File: src/rtl/rgb_to_gray_sum_sat_if.sv
// rgb_to_gray_sum_sat_if: product-in / gray-out stream bundle; m_data widens to 24 bits under GRAY_RGB888_OUT_EN
interface rgb_to_gray_sum_sat_if #(
  parameter int PROD_W = 23,
`ifdef GRAY_RGB888_OUT_EN
  parameter int DATA_W = 24
`else
  parameter int DATA_W = 8
`endif
);
  logic [PROD_W-1:0] s_prod_r, s_prod_g, s_prod_b;
  logic s_valid, s_last, s_user, s_ready;
  logic [DATA_W-1:0] m_data;
  logic m_valid, m_last, m_user, m_ready;
  modport slave (
    input s_prod_r, s_prod_g, s_prod_b, s_valid, s_last, s_user, m_ready,
    output s_ready, m_data, m_valid, m_last, m_user
  );
  modport master (
    output s_prod_r, s_prod_g, s_prod_b, s_valid, s_last, s_user, m_ready,
    input s_ready, m_data, m_valid, m_last, m_user
  );
endinterface

File: src/rtl/rgb_to_gray_sum_sat.sv
// rgb_to_gray_sum_sat: sum/round/saturate RGB products to gray on a 2-stage stream; GRAY_RGB888_OUT_EN replicates gray to 24 bits
module rgb_to_gray_sum_sat #(
  parameter int PROD_W = 23,
  parameter int FRAC_SHIFT = 15,
  parameter int SATCNT_W = 16
) (
  input logic clk,
  input logic reset_n,
  rgb_to_gray_sum_sat_if.slave io,
  output logic [SATCNT_W-1:0] sat_count
);
  localparam int SUM_W = PROD_W + 3;
  localparam logic [SUM_W-1:0] HALF = SUM_W'(1) << (FRAC_SHIFT - 1);
  logic adv1, adv2, sat;
  logic [SUM_W-1:0] rnd;
  logic [7:0] g8;
  logic s1_valid_q, s1_valid_d, s1_last_q, s1_last_d, s1_user_q, s1_user_d;
  logic [SUM_W-1:0] s1_sum_q, s1_sum_d;
  logic m_valid_q, m_valid_d, m_last_q, m_last_d, m_user_q, m_user_d;
  logic [7:0] m_data_q, m_data_d;
  logic [SATCNT_W-1:0] sat_count_q, sat_count_d;
  always_comb begin
    adv2 = !m_valid_q || io.m_ready;
    adv1 = !s1_valid_q || adv2;
    rnd = (s1_sum_q + HALF) >> FRAC_SHIFT;
    sat = rnd > SUM_W'(255);
    g8 = sat ? 8'hFF : rnd[7:0];
    s1_valid_d = adv1 ? io.s_valid : s1_valid_q;
    s1_sum_d = adv1 ? SUM_W'(io.s_prod_r) + SUM_W'(io.s_prod_g) + SUM_W'(io.s_prod_b) : s1_sum_q;
    s1_last_d = adv1 ? io.s_last : s1_last_q;
    s1_user_d = adv1 ? io.s_user : s1_user_q;
    m_valid_d = adv2 ? s1_valid_q : m_valid_q;
    m_data_d = adv2 ? g8 : m_data_q;
    m_last_d = adv2 ? s1_last_q : m_last_q;
    m_user_d = adv2 ? s1_user_q : m_user_q;
    // count moves on the S2 load of a valid pixel, a frame start restarts it
    sat_count_d = !(adv2 && s1_valid_q) ? sat_count_q :
                  s1_user_q ? SATCNT_W'(sat) :
                  (sat && !(&sat_count_q)) ? sat_count_q + SATCNT_W'(1) : sat_count_q;
  end
  always_ff @(posedge clk or negedge reset_n) begin
    if (!reset_n) begin
      s1_valid_q <= 1'b0;
      s1_sum_q <= '0;
      s1_last_q <= 1'b0;
      s1_user_q <= 1'b0;
      m_valid_q <= 1'b0;
      m_data_q <= '0;
      m_last_q <= 1'b0;
      m_user_q <= 1'b0;
      sat_count_q <= '0;
    end else begin
      s1_valid_q <= s1_valid_d;
      s1_sum_q <= s1_sum_d;
      s1_last_q <= s1_last_d;
      s1_user_q <= s1_user_d;
      m_valid_q <= m_valid_d;
      m_data_q <= m_data_d;
      m_last_q <= m_last_d;
      m_user_q <= m_user_d;
      sat_count_q <= sat_count_d;
    end
  end
  assign io.s_ready = adv1;
  assign io.m_valid = m_valid_q;
  assign io.m_last = m_last_q;
  assign io.m_user = m_user_q;
  assign sat_count = sat_count_q;
`ifdef GRAY_RGB888_OUT_EN
  assign io.m_data = {3{m_data_q}};
`else
  assign io.m_data = m_data_q;
`endif
endmodule
File: src/flat_wrapper.sv
// flat-port wrapper written by rule: the top's interface ports become plain ports
module rgb_to_gray_sum_sat_flat 
#(
  parameter int PROD_W = 23,
  parameter int FRAC_SHIFT = 15,
  parameter int SATCNT_W = 16
)
  (clk, reset_n, sat_count, io_s_prod_r, io_s_prod_g, io_s_prod_b, io_s_valid, io_s_last, io_s_user, io_m_ready, io_s_ready, io_m_data, io_m_valid, io_m_last, io_m_user);
  rgb_to_gray_sum_sat_if #(.PROD_W(PROD_W)) io_i ();
  input logic clk;
  input logic reset_n;
  output logic [SATCNT_W-1:0] sat_count;
  input wire logic [$bits(io_i.s_prod_r)-1:0] io_s_prod_r;
  input wire logic [$bits(io_i.s_prod_g)-1:0] io_s_prod_g;
  input wire logic [$bits(io_i.s_prod_b)-1:0] io_s_prod_b;
  input wire logic [$bits(io_i.s_valid)-1:0] io_s_valid;
  input wire logic [$bits(io_i.s_last)-1:0] io_s_last;
  input wire logic [$bits(io_i.s_user)-1:0] io_s_user;
  input wire logic [$bits(io_i.m_ready)-1:0] io_m_ready;
  output wire logic [$bits(io_i.s_ready)-1:0] io_s_ready;
  output wire logic [$bits(io_i.m_data)-1:0] io_m_data;
  output wire logic [$bits(io_i.m_valid)-1:0] io_m_valid;
  output wire logic [$bits(io_i.m_last)-1:0] io_m_last;
  output wire logic [$bits(io_i.m_user)-1:0] io_m_user;
  assign io_i.s_prod_r = io_s_prod_r;
  assign io_i.s_prod_g = io_s_prod_g;
  assign io_i.s_prod_b = io_s_prod_b;
  assign io_i.s_valid = io_s_valid;
  assign io_i.s_last = io_s_last;
  assign io_i.s_user = io_s_user;
  assign io_i.m_ready = io_m_ready;
  assign io_s_ready = io_i.s_ready;
  assign io_m_data = io_i.m_data;
  assign io_m_valid = io_i.m_valid;
  assign io_m_last = io_i.m_last;
  assign io_m_user = io_i.m_user;
  rgb_to_gray_sum_sat #(.PROD_W(PROD_W), .FRAC_SHIFT(FRAC_SHIFT), .SATCNT_W(SATCNT_W)) u_core (.clk(clk), .reset_n(reset_n), .io(io_i), .sat_count(sat_count));
endmodule
File: config.mk
export PLATFORM = sky130hd
export DESIGN_NAME = rgb_to_gray_sum_sat_flat
export DESIGN_NICKNAME = d
export VERILOG_FILES = /design/src/rtl/rgb_to_gray_sum_sat_if.sv /design/src/rtl/rgb_to_gray_sum_sat.sv /design/src/flat_wrapper.sv
export SDC_FILE = /design/constraint.sdc
export NUM_CORES = 1
export LEC_CHECK = 0
export ABC_AREA = 1
export BUFFER_PORTS_ARGS = -buffer_cell sky130_fd_sc_hd__buf_2
export CAP_MARGIN = 5
export CORE_ASPECT_RATIO = 0.6
export CORE_MARGIN = 1
export CORE_UTILIZATION = 25
export DETAILED_ROUTE_END_ITERATION = 6
export GPL_TIMING_DRIVEN = 0
export PLACE_DENSITY = 0.48
export SKIP_CTS_REPAIR_TIMING = 1
export SYNTH_ARGS = -nofsm -noshare
export SYNTH_HDL_FRONTEND = slang
export SYNTH_SLANG_ARGS = --single-unit
File: constraint.sdc
create_clock -name clk -period 2.5 [get_ports clk]
set_input_delay 0.125 -clock clk [delete_from_list [all_inputs] [get_ports clk]]
set_output_delay 0.125 -clock clk [all_outputs]
set_load 0.02 [all_outputs]
==> metrics.yaml <==
status:
  outcome: "complete, but fails checks"
  violations: "negative hold slack, negative setup slack"
floorplanning:
  die_w_um: 188
  die_h_um: 113
  core_region_area_mm2: 0.0201
  die_area_mm2: 0.0213
  rows: 40
  pin_count: 103
  start_util: 0.257
clocking:
  cts_tree: "yes"
  cts.reportedPaths.clkPinSlew_ps: 70
  cts.htree.levels: 2
  cts_sinks: 41
  cts.path.max_buffers: 2
  numCtsBuffers: 5
  cts-root-buf: "clkbuf_16"
  clock_latency_ps: 290
power:
  ir_drop_mv: 0.290
  finalPower_uw: 4260
  p_leak_uw: 0.00354
  powerDensity_mw_per_mm2: 601
routing:
  detail_route.drc_violations: 0
  route.met2.wl_um: 6080
  vias: 5644
  wl_um: 17000
  wl_met3_um: 689
  highest_layer: "met4"
  wl_per_cell_um: 13.5
  via_per_inst: 4.49
  drtIter0Drc: 433
  ant_nets: 0
  met1Wirelength_um: 10200
  dr.pass1.iters: 5
global_routing:
  grt_pass1_wl_um: 26400
  grt_overflow: 0
  grt_antenna_before_repair: 0
  grt_use_total: 0.156
  grt_max_degree: 42
  grt_pass1_vias: 4950
synthesis:
  syn_inst: 862
  seq_area_frac_synth: 0.198
  yosys_warnings: 0
  yosysTopAreaCell: "nand2_1"
  synth_area_per_cell_um2: 6.00
  synth_top_area_frac: 0.214
  synth_edf_count: 0
  async_reset_ff_frac: 1.00
  ys_ff_latch: 41
  synth-main-ff-cell: "dfrtp_1"
  synth.area.top_cells: "nand2_1 (21%), dfrtp_1 (20%), ha_1 (12%)"
  synth_area_mm2: 0.00517
  syn_nets: 988
  ys_types: 39
timing:
  final_hold_viol_count: 16
  maxSlewViolCount: 0
  slew_headroom: 0.351
  worst_pin_slew_ps: 973
  setup_viol: 3
  finalCritPeriodShare: 1.02
  hold_ws_ps: -7.74
  finClkSkew_ps: 7.51
  rsz0062_at_grt: "yes"
  fin_ws_ps: -49.3
  fmax_mhz: 392
  min_period_ps: 2550
placed_design:
  io_buffer_count: 102
  post-place-ws_ps: -740
  routabilityCongestion: 0.842
  hpwl_um: 14100
worst_setup_path:
  start_kind: "input pin"
  rr_worst_depth: 11
  end_kind: "register"
  crit_fanout: 5
  path_class: "input pin to register"
  arrival_ps: 2730
  worstPathRequired_ps: 2680
run:
  max-cap-violations: 0
final_layout:
  final_nets: 1110
  n_antenna_cell: 0
  fin_util: 0.352
  syn2layout_area_growth_pct: 36.9
  drive_gt1_frac: 0.315
min_path:
  hold_class: "input pin to asynchronous set/reset pin"
## cell families (layout without fill, tap and decap cells)
family                     Yosys count  after routing  synth area share
AOI/OAI and AO/OA                   77             77            0.0788
xor gates and xnor gates            36             36            0.0609
adders and majority gates           51             51             0.125
buffers and inverters              140            263             0.106
DFF                                 41             41             0.198
muxes                                1              1           0.00193
and+or+nand+nor                    516            516             0.429
## placed cells by master (no fill, tap or decap), types with 2 or more instances in the layout
cell type / netlist / layout
ha_2: 0 / 11
ha_4: 0 / 16
xnor2_1: 12 / 9
clkbuf_1: 5 / 5
inv_1: 129 / 118
ha_1: 50 / 23
o21ai_1: 1 / 2
xnor2_2: 0 / 3
buf_6: 0 / 2
a21oi_2: 0 / 23
nand2_4: 1 / 5
nand4_1: 18 / 18
dfrtp_1: 41 / 41
o21ai_0: 21 / 19
nor3b_1: 2 / 2
nor3_2: 0 / 4
nand3_2: 2 / 9
inv_2: 1 / 12
xor2_1: 24 / 17
buf_2: 1 / 101
nand2_2: 14 / 50
nand3b_1: 3 / 3
nor3_1: 10 / 6
nand2_1: 295 / 255
a21oi_1: 45 / 15
xor2_2: 0 / 6
nor2_2: 4 / 19
o21bai_1: 6 / 6
clkbuf_16: 0 / 5
buf_4: 1 / 14
a21oi_4: 0 / 7
nand3_1: 76 / 69
nor2_4: 3 / 11
nor2_1: 83 / 60
## synth_stat cells, types with 10 or more instances
master   number
nand4_1      18
nand2_2      14
nor2_1       83
inv_1       129
o21ai_0      21
xnor2_1      12
nand2_1     295
ha_1         50
xor2_1       24
a21oi_1      45
nand3_1      76
dfrtp_1      41
nor3_1       10
## critical path, cell delays in order
cell	delay (ps)
buf_6	80
ha_4	160
inv_2	50
fa_2	370
inv_2	80
nand3_2	70
nand2_2	100
nand2_2	80
nand2_4	130
a21oi_4	80
xor2_2	190
ha_1	350
nand2_2	140
inv_2	60
nand2_2	70
nand2_2	70
nand2_2	80
nand2_2	50
nand2_2	80
nand2_1	50
nor2_1	100
nand2_1	50
nand3_1	60
nand2_1	50
## power breakdown
part	switching [uW]	internal (uW)
Combinational	1520	941
Clock	281	499
Sequential	192	822
Total	2000	2260
## layer usage
metal  vias up  GRT usage
met5         -          0
met4         0     0.0179
met3         8     0.0206
met2       126      0.197
met1      2528      0.269
li1       2982          -
## worst paths after layout
| path | start | end | slack (ps) |
|---|---|---|---|
| max reg2reg | u_core.sat_count[0]$_DFFE_PN0P_ | u_core.sat_count[12]$_DFFE_PN0P_ | 340 |
| max in group asynchronous | reset_n | u_core.sat_count[0]$_DFFE_PN0P_ | 1900 |
| max | io_s_prod_r[0] | u_core.s1_sum_q[23]$_DFFE_PN0P_ | -50 |
| min in group clk | io_s_last | u_core.s1_last_q$_DFFE_PN0P_ | 30 |
| min | reset_n | u_core.io.m_data[4]$_DFFE_PN0N_ | -8 |
| min reg2reg | u_core.s1_valid_q$_DFFE_PN0P_ | u_core.io.m_valid$_DFFE_PN0N_ | 480 |
## final cells by class
cell class	count	area, um2
fillers	2246	13000
multi-input cells	681	4370
flip-flops and latches	41	1030
repair buffers	115	621
inverters	131	492
well taps	273	342
clock buffers	6	139
plain buffers	9	56.3
clock inverters	2	37.5
## flip-flops by register name (all words and copies together) (netlist names)
signal,count
u_core.s1_user_q,1
u_core.s1_sum_q,11
u_core.sat_count,16
u_core.io.m_valid,1
u_core.io.m_data,8
u_core.io.m_last,1
u_core.s1_valid_q,1
u_core.io.m_user,1
u_core.s1_last_q,1
## metrics by stage
step                TNS, ps  std cells  hold WS, ps  cell area (um2)
CTS                   -4030       1245         22.4             6230
global placement      -7500       1237          329             6060
finish                -73.6       1258        -7.74             7080
detailed placement    -7280       1237          326             6060
global route          -1780       1258         38.6             7080
floorplan                 0        862         -171             5200
Power figures use the tool's default switching activity.
